File: src/rtl/ram_rw_pkg.sv
// Shared types for the ram host-port initiator: opcodes, FSM states, header layout, lane helper.
// No logic of its own; imported by ram_rw_ctl.
package ram_rw_pkg;

  typedef enum logic [7:0] {
    OP_WR_IRAM = 8'h01,
    OP_WR_DRAM = 8'h02,
    OP_RD_IRAM = 8'h03,
    OP_RD_DRAM = 8'h04
  } opcode_t;

  typedef enum logic [2:0] {
    ST_IDLE,
    ST_HDR,
    ST_WR_DATA,
    ST_WR_STB,
    ST_RD_ADDR,
    ST_RD_DATA,
    ST_RD_TX,
    ST_ACK
  } state_t;

  // Bytes arrive little-endian and are shifted in from the top, so the
  // first byte ends up in addr[7:0] and the last in len[15:8].
  typedef struct packed {
    logic [15:0] len;
    logic [31:0] addr;
  } hdr_t;

  localparam logic [7:0] ACK_BYTE = 8'h06;

  function automatic logic [3:0] byte_lane_en(input logic [1:0] lane);
    return 4'b0001 << lane;
  endfunction

endpackage

File: src/rtl/ram_rw_ctl.sv
// Byte-stream command frames -> byte-wide IRAM/DRAM host-port writes/reads; 2 cycles per ram byte.
// rx_rdy_o low during strobe/read/ACK; tx_vld_o held until tx_rdy_i, which stalls the frame.
module ram_rw_ctl
  import ram_rw_pkg::*;
#(
  parameter int XLEN        = 32,
  parameter int TIMEOUT_CYC = 1_000_000
) (
  input  logic            clk_i,
  input  logic            rst_n_i,
  input  logic [7:0]      rx_data_i,
  input  logic            rx_vld_i,
  output logic            rx_rdy_o,
  output logic [7:0]      tx_data_o,
  output logic            tx_vld_o,
  input  logic            tx_rdy_i,
  output logic            iram_rd_sel_o,
  output logic            iram_wr_sel_o,
  output logic            dram_rd_sel_o,
  output logic            dram_wr_sel_o,
  output logic [XLEN-1:0] ram_rd_addr_o,
  output logic [XLEN-1:0] ram_wr_addr_o,
  output logic [XLEN-1:0] ram_wr_data_o,
  output logic [3:0]      ram_wr_byte_en_o,
  input  logic [7:0]      ram_rd_data_i,
  output logic            busy_o,
  output logic            err_o
);

  state_t      state_q, state_d;
  opcode_t     op_q, op_d;
  hdr_t        hdr_q, hdr_d, hdr_nxt;
  logic [2:0]  hdr_cnt_q, hdr_cnt_d;
  logic [31:0] addr_q, addr_d;
  logic [15:0] len_q, len_d;
  logic [7:0]  wr_byte_q, wr_byte_d;
  logic [7:0]  tx_dat_q, tx_dat_d;
  logic [31:0] to_cnt_q, to_cnt_d;
  logic        rx_rdy_q, rx_rdy_d;
  logic        err_q, err_d;

  logic rx_fire, is_dram, is_wr, waiting_rx, timeout_hit;

  assign rx_fire     = rx_vld_i & rx_rdy_q;
  assign is_dram     = (op_q == OP_WR_DRAM) || (op_q == OP_RD_DRAM);
  assign is_wr       = (op_q == OP_WR_IRAM) || (op_q == OP_WR_DRAM);
  assign hdr_nxt     = {rx_data_i, hdr_q[47:8]};
  assign waiting_rx  = (state_q == ST_HDR) || (state_q == ST_WR_DATA);
  assign timeout_hit = (TIMEOUT_CYC != 0) && waiting_rx && !rx_fire &&
                       (to_cnt_q == 32'(TIMEOUT_CYC - 1));

  always_comb begin
    state_d          = state_q;
    op_d             = op_q;
    hdr_d            = hdr_q;
    hdr_cnt_d        = hdr_cnt_q;
    addr_d           = addr_q;
    len_d            = len_q;
    wr_byte_d        = wr_byte_q;
    tx_dat_d         = tx_dat_q;
    err_d            = 1'b0;
    to_cnt_d         = (waiting_rx && !rx_fire) ? to_cnt_q + 32'd1 : 32'd0;
    iram_rd_sel_o    = 1'b0;
    iram_wr_sel_o    = 1'b0;
    dram_rd_sel_o    = 1'b0;
    dram_wr_sel_o    = 1'b0;
    ram_rd_addr_o    = '0;
    ram_wr_addr_o    = '0;
    ram_wr_data_o    = '0;
    ram_wr_byte_en_o = 4'b0000;
    tx_data_o        = 8'h00;
    tx_vld_o         = 1'b0;

    unique case (state_q)
      ST_IDLE: begin
        if (rx_fire) begin
          if (rx_data_i inside {OP_WR_IRAM, OP_WR_DRAM, OP_RD_IRAM, OP_RD_DRAM}) begin
            op_d      = opcode_t'(rx_data_i);
            hdr_cnt_d = 3'd0;
            state_d   = ST_HDR;
          end else begin
            err_d = 1'b1;
          end
        end
      end
      ST_HDR: begin
        if (rx_fire) begin
          hdr_d     = hdr_nxt;
          hdr_cnt_d = hdr_cnt_q + 3'd1;
          if (hdr_cnt_q == 3'd5) begin
            addr_d = hdr_nxt.addr;
            len_d  = hdr_nxt.len;
            if (is_wr) state_d = (hdr_nxt.len == 16'd0) ? ST_ACK : ST_WR_DATA;
            else       state_d = (hdr_nxt.len == 16'd0) ? ST_IDLE : ST_RD_ADDR;
          end
        end else if (timeout_hit) begin
          err_d   = 1'b1;
          state_d = ST_IDLE;
        end
      end
      ST_WR_DATA: begin
        if (rx_fire) begin
          wr_byte_d = rx_data_i;
          state_d   = ST_WR_STB;
        end else if (timeout_hit) begin
          err_d   = 1'b1;
          state_d = ST_IDLE;
        end
      end
      ST_WR_STB: begin
        iram_wr_sel_o    = !is_dram;
        dram_wr_sel_o    = is_dram;
        ram_wr_addr_o    = XLEN'(addr_q);
        ram_wr_data_o    = XLEN'({4{wr_byte_q}});
        ram_wr_byte_en_o = byte_lane_en(addr_q[1:0]);
        addr_d           = addr_q + 32'd1;
        len_d            = len_q - 16'd1;
        state_d          = (len_q == 16'd1) ? ST_ACK : ST_WR_DATA;
      end
      ST_RD_ADDR: begin
        iram_rd_sel_o = !is_dram;
        dram_rd_sel_o = is_dram;
        ram_rd_addr_o = XLEN'(addr_q);
        state_d       = ST_RD_DATA;
      end
      // The ram's byte mux follows sel, so sel stays up while its data is captured.
      ST_RD_DATA: begin
        iram_rd_sel_o = !is_dram;
        dram_rd_sel_o = is_dram;
        ram_rd_addr_o = XLEN'(addr_q);
        tx_dat_d      = ram_rd_data_i;
        state_d       = ST_RD_TX;
      end
      ST_RD_TX: begin
        tx_data_o = tx_dat_q;
        tx_vld_o  = 1'b1;
        if (tx_rdy_i) begin
          addr_d  = addr_q + 32'd1;
          len_d   = len_q - 16'd1;
          state_d = (len_q == 16'd1) ? ST_IDLE : ST_RD_ADDR;
        end
      end
      ST_ACK: begin
        tx_data_o = ACK_BYTE;
        tx_vld_o  = 1'b1;
        if (tx_rdy_i) state_d = ST_IDLE;
      end
      default: state_d = ST_IDLE;
    endcase

    rx_rdy_d = (state_d == ST_IDLE) || (state_d == ST_HDR) || (state_d == ST_WR_DATA);
  end

  always_ff @(posedge clk_i or negedge rst_n_i) begin
    if (!rst_n_i) begin
      state_q   <= ST_IDLE;
      op_q      <= OP_WR_IRAM;
      hdr_q     <= '0;
      hdr_cnt_q <= 3'd0;
      addr_q    <= 32'd0;
      len_q     <= 16'd0;
      wr_byte_q <= 8'h00;
      tx_dat_q  <= 8'h00;
      to_cnt_q  <= 32'd0;
      rx_rdy_q  <= 1'b0;
      err_q     <= 1'b0;
    end else begin
      state_q   <= state_d;
      op_q      <= op_d;
      hdr_q     <= hdr_d;
      hdr_cnt_q <= hdr_cnt_d;
      addr_q    <= addr_d;
      len_q     <= len_d;
      wr_byte_q <= wr_byte_d;
      tx_dat_q  <= tx_dat_d;
      to_cnt_q  <= to_cnt_d;
      rx_rdy_q  <= rx_rdy_d;
      err_q     <= err_d;
    end
  end

  assign rx_rdy_o = rx_rdy_q;
  assign busy_o   = (state_q != ST_IDLE);
  assign err_o    = err_q;

endmodule

File: config.mk
export PLATFORM = sky130hd
export DESIGN_NAME = ram_rw_ctl
export DESIGN_NICKNAME = d
export VERILOG_FILES = /design/src/rtl/ram_rw_pkg.sv /design/src/rtl/ram_rw_ctl.sv
export SDC_FILE = /design/constraint.sdc
export NUM_CORES = 1
export LEC_CHECK = 0
export CAP_MARGIN = 15
export CORE_MARGIN = 2
export CORE_UTILIZATION = 45
export DETAILED_ROUTE_END_ITERATION = 8
export PLACE_DENSITY = 0.69
export SLEW_MARGIN = 10
export SYNTH_ARGS = -nofsm -noshare
export SYNTH_HDL_FRONTEND = slang
export SYNTH_SLANG_ARGS = --single-unit
File: constraint.sdc
create_clock -name clk_i -period 5 [get_ports clk_i]
set_input_delay 0.75 -clock clk_i [delete_from_list [all_inputs] [get_ports clk_i]]
set_output_delay 0.75 -clock clk_i [all_outputs]
set_load 0.02 [all_outputs]
== After elaboration in Yosys (flattened, before gate mapping) ==
Index checks and enable logic that the tools add are counted.

* Add/subtract/negate cells: 4
* Equal/unequal tests: 24
* Shifts and indexed selects: 1
* Muxes and demuxes: 42
* Bitwise operators: 1
* Reductions and logical operators: 24

{| class="wikitable"
|+ Operators by type and width
! cell !! number
|-
| 2-to-1 mux 32 bit || 7
|-
| case mux 32 bit (3 select lines) || 1
|-
| adder 32 x 1 -> 32 bit, second input constant || 2
|-
| 2-to-1 mux 16 bit || 3
|-
| 2-to-1 mux 3 bit || 16
|-
| case mux 16 bit (3 select lines) || 1
|-
| == test 32 x 20 -> 1 bit, second input constant || 1
|-
| == test 8 x 2 -> 1 bit, second input constant || 3
|-
| case mux 3 bit (8 select lines) || 1
|-
| == test 16 x 1 -> 1 bit, second input constant || 1
|-
| == test 8 x 1 -> 1 bit, second input constant || 2
|-
| == test 8 x 3 -> 1 bit, second input constant || 2
|-
| logical NOT 16 bit || 1
|-
| case mux 8 bit (2 select lines) || 1
|-
| subtractor 16 x 1 -> 16 bit, second input constant || 1
|-
| == test 3 bit, second input constant || 5
|-
| == test 3 x 2 -> 1 bit, second input constant || 3
|-
| 2-to-1 mux 1 bit || 9
|-
| != test 2 bit, second input constant || 4
|-
| AND reduction 4 bit || 2
|-
| == test 3 x 1 -> 1 bit, second input constant || 2
|-
| logical NOT 3 bit || 2
|-
| case mux 3 bit (2 select lines) || 1
|-
| nonzero test 3 bit || 2
|-
| other kinds (14) || 23
|}

* Register bits: 160
* Bits of input ports: 20
* Output and inout port bits: 116

== Depth between registers and ports, before layout ==
* Word-level depth: 10
* Depth in mapped cells: 9
* Mapped depth without buffers: 8

== Worst setup path after synthesis ==
Ideal clock, no wire load.

* Path kind: register to output
* From: register state_q[1]
* To: output ram_wr_data_o[10]
* Arrival time: 1792 ps
* Path slack: 2458 ps
* Stages on the path, launching flop included: 7
* Cells stage by stage: dfrtp_1 -> clkbuf_1 -> nand2_1 -> nor2_1 -> clkbuf_1 -> and2_1 -> buf_4

* Longest elaborated chain between the ends: 2

{| class="wikitable"
|+ Ends and longest elaborated chain
! item !! RTL line !! RTL
|-
| start, declared || ram_rw_ctl.sv:30 || <nowiki>state_t state_q, state_d;</nowiki>
|-
| start signal, assigned || ram_rw_ctl.sv:168 || <nowiki>state_q <= state_d;</nowiki>
|-
| == test 3 x 2 -> 1 bit || ram_rw_ctl.sv:74 || <nowiki>unique case (state_q)</nowiki>
|-
| 2-to-1 mux 32 bit || ram_rw_ctl.sv:74 ||
|-
| end, declared || ram_rw_ctl.sv:23 || <nowiki>output logic [XLEN-1:0] ram_wr_data_o,</nowiki>
|}

No other way between the ends.

== Worst setup path in the final report ==
* From: register state_q[0]
* To: output ram_wr_addr_o[6]

* Longest elaborated chain between the ends: 2

{| class="wikitable"
|+ Ends and longest elaborated chain
! item !! RTL line !! RTL
|-
| == test 3 x 2 -> 1 bit || ram_rw_ctl.sv:74 ||
|-
| 2-to-1 mux 32 bit || ram_rw_ctl.sv:74 ||
|-
| end, declared || ram_rw_ctl.sv:22 || <nowiki>output logic [XLEN-1:0] ram_wr_addr_o,</nowiki>
|}

No other way between the ends.

==> results.tsv <==
stage	metric	value	unit
pwr	p_switching	2.10	mW
pwr	sw_frac_of_total	37.8	%
critical_path	path_depth	5	
die	io_pins	136	
synth	synthTopCellsByArea	dfrtp_1 44%, and2_1 6.8%, mux2_4 6.0%	
sta	fin_worst_skew	0.00902	ns
job	drv_cap	0	
hold_path	hold_path_class	in -> async	
clocking	cts_sinks	152	
sta	fin_setup_tns	0	ns
cells_and_area	final_nets	993	
route	antenna_left	0	
critical_path	crit_path_end_kind	primary output	
pwr	p_seq_share	36.2	%
synth	yosysWarnings	0	
sta	max_slew_margin	41.6	%
sta	rsz0062_at_grt	no	
critical_path	critPathKind	reg -> out	
cells_and_area	syn2layout_area_growth	23.2	%
global_route	grt_pass1_vias	6429	
clocking	cts_hold_buf	0	
synth	synth_top_area_share	44.2	%
synth	ys_seq_elements	152	
pwr	vdd_ir_drop_max	0.347	mV
clocking	cts_setup_buffers	0	
sta	fmax	273	MHz
synth	yosys.area_share.xor_xnor	3.28	%
placed_design	hpwl	14000	um
cells_and_area	n_antenna_cell	0	
synth	syn_nets	904	
sta	whs	0.339	ns
cells_and_area	drive_gt1_share	12.5	%
die	core	18600	sq um
synth	synth-compound-area-share	12.1	%
pwr	pwr-share-comb	38.6	%
route	viasPerCell	5.62	
synth	yosysSeqAreaShare	44.5	%
critical_path	critPathLaunchType	register	
sta	hold_violations	0	
synth	synthMuxAreaShare	9.27	%
clocking	root_buffer	clkbuf_16	
cells_and_area	nFillCells	1663	
die	die_area	20100	sq um
pwr	cellInternalPower	3.46	mW
pwr	p_leak	4.50	nW
die	die_h	142	um
synth	ys_dominant_reg_cell	dfrtp_1	
placed_design	port_buffers	135	
route	dr.pass1.iters	5	
route	drt-total-wl	20800	um
sta	worstMarginPinSlew	0.876	ns
critical_path	crit_path_top_delay_cell	dfrtp_1	
synth	synth_edf_count	0	
pwr	cellPowerDensity	528	nW/um^2
clocking	htree_levels	4	
clocking	cts.repair.resized	0	
synth	async_flop_share	100	%
cells_and_area	fin_area	10500	sq um
clocking	clkTransAtPathRegs	0.06	ns
synth	synth_area_leader_cell	dfrtp_1	
synth	syn-cell-area	8550	sq um
pwr	pwr-share-clk	25.1	%
synth	yosysUniqueCellTypes	67	
synth	synthSimpleGateAreaFrac	23.5	%
sta	slew_viol_final	0	
die	initial_core_util	45.9	%
global_route	gr-total-overflow	0	
clocking	insertion_delay	0.43	ns
critical_path	crit_chain	nand2_1, nor2_2, buf_4, and2_1, clkdlybuf4s50_1	
synth	syn_inst	874	
critical_path	rr_worst_depth	6	
sta	post-route-period-util	73.2	%
global_route	grt_pass1_wl	34500	um
clocking	cts_tree	done	
die	chipWidth	142	um
pwr	total_power	5.57	mW
synth	synth_top_family_by_area	simple AND/OR/NAND/NOR gates	
sta	layout_min_cycle_time	3.66	ns
global_route	antenna_found_initial	0	
clocking	cts_made_buffers	17	
critical_path	crit_path_max_incr_delay	0.63	ns
synth	avgSynthCellArea	9.78	sq um
sta	finalSetupViolCount	0	
critical_path	worstPathArrival	2.91	ns
global_route	grtUsageTotal	21.7	%
die	row_count	50	
critical_path	required	4.25	ns
route	first_iter_violations	410	
global_route	grt_max_degree	78	
route	remaining_drc_errors	0	
placed_design	place_congestion	0.875	
critical_path	crit_path_max_fanout	33	
synth	synth-adder-area-share	1.46	%
critical_path	critPathBufInv	2	
status	status	completed	
clocking	clk_path_buf_depth	2	
route	vias	6799	
placed_design	placed_cell_area	9840	sq um
route	avgRoutedWirePerCell	17.2	um
critical_path	crit_family	buffers and inverters	
## power groups by stage
stage	Combinational [mW]	Clock, mW	Sequential, mW
2_1_floorplan	1.58	0	1.83
3_3_place_gp	2.08	0	2.02
3_5_place_dp	2.11	0	2.03
4_1_cts	2.13	1.42	2.01
5_1_grt	2.36	1.49	2.08
6_report	2.15	1.40	2.02
## cell type report
type                       instances  area, sq um  share of cell area [%]
sequential                       152         3800                    36.1
tap                              234          293                    2.78
timing repair buffer             149         1490                    14.1
multi-input combinational        631         4260                    40.4
clock buffer                      22          484                    4.60
inverter                          12         45.0                   0.428
clock inverter                    10          164                    1.56
## worst paths after layout
| kind | from | to | slack, ns |
|---|---|---|---|
| worst max-delay path | state_q[0] | ram_wr_addr_o[6] | 1.34 |
| worst min-delay path | rst_n_i | tx_dat_q[3] | 0.34 |
| worst max register to register | state_q[2] | len_q[9] | 2.12 |
| worst min register to register | op_q[6] | op_q[6] | 0.48 |
| max in group asynchronous | rst_n_i | hdr_nxt[14] | 3.60 |
| min in group clk_i | op_q[6] | op_q[6] | 0.48 |
## synthesized netlist by cell type (3+ instances only)
| library cell | n |
|---|---|
| nor4_1 | 14 |
| nor2b_1 | 4 |
| and2_1 | 93 |
| o22ai_1 | 13 |
| a31oi_1 | 11 |
| nand2b_1 | 4 |
| nor2_1 | 74 |
| nor4b_1 | 4 |
| a211oi_1 | 3 |
| o2bb2a_1 | 3 |
| nand2_1 | 47 |
| dfrtp_1 | 151 |
| nand3_1 | 37 |
| inv_1 | 12 |
| nand4_1 | 23 |
| buf_4 | 25 |
| o21ai_1 | 3 |
| nor3b_1 | 4 |
| a22oi_1 | 3 |
| o22a_1 | 7 |
| xnor2_1 | 5 |
| and3_1 | 14 |
| ha_1 | 10 |
| a2bb2oi_1 | 8 |
| clkbuf_1 | 25 |
| buf_2 | 23 |
| o21ai_0 | 39 |
| mux2_2 | 25 |
| and4_1 | 8 |
| a21oi_1 | 47 |
| nor3_1 | 22 |
| buf_6 | 5 |
| xor2_1 | 27 |
| mux2_4 | 34 |
| o21a_1 | 4 |
## worst reg2reg max path, cell delays in order, from the launching register on
cell and delay [ns]:
dfrtp_1 0.71, xor2_1 0.29, and2_2 0.73, buf_4 0.42, and2_1 0.30, a31oi_1 0.11
o22a_1 0.21
## cells by family after synthesis
logic type	count (synthesis)
simple gates	366
compound gates	164
flops	152
buf+inv	91
mux	59
xor+xnor	32
fa+ha+maj	10
## registers in the layout, summed over array words and instances (netlist names)
register,flops
hdr_cnt_q,3
rx_rdy_o,1
tx_dat_q,8
err_o,1
hdr_nxt,40
len_q,16
to_cnt_q,32
wr_byte_q,8
addr_q,32
op_q,8
state_q,3
## placed cells by master (no fill, tap or decap), types with 13 or more instances in the layout
master,n
a21oi_1,47
and2_1,92
and3_1,14
clkbuf_16,17
clkdlybuf4s50_1,134
dfrtp_1,151
mux2_2,25
mux2_4,34
nand2_1,47
nand3_1,37
nand4_1,23
nor2_1,72
nor3_1,22
nor4_1,14
o21ai_0,39
o22ai_1,13
xor2_1,27
## through the flow
step	util, %	cells	worst slack [ns]
2_1_floorplan	-	874	2.46
3_3_place_gp	52.8	1176	1.80
3_5_place_dp	52.8	1176	1.72
4_1_cts	56.3	1208	1.25
5_1_grt	56.5	1210	1.14
6_report	56.5	1210	1.34
## routing by layer
layer  share of wire (%)  vias to the layer above  GRT usage [%]
li1                    -                     3262              -
met1                  47                     3316           30.9
met2                  46                      197           33.2
met3                 4.3                       24           3.51
met4                 2.2                        0           8.53
met5                   0                        -              0
(Power assumes the default switching activity.)
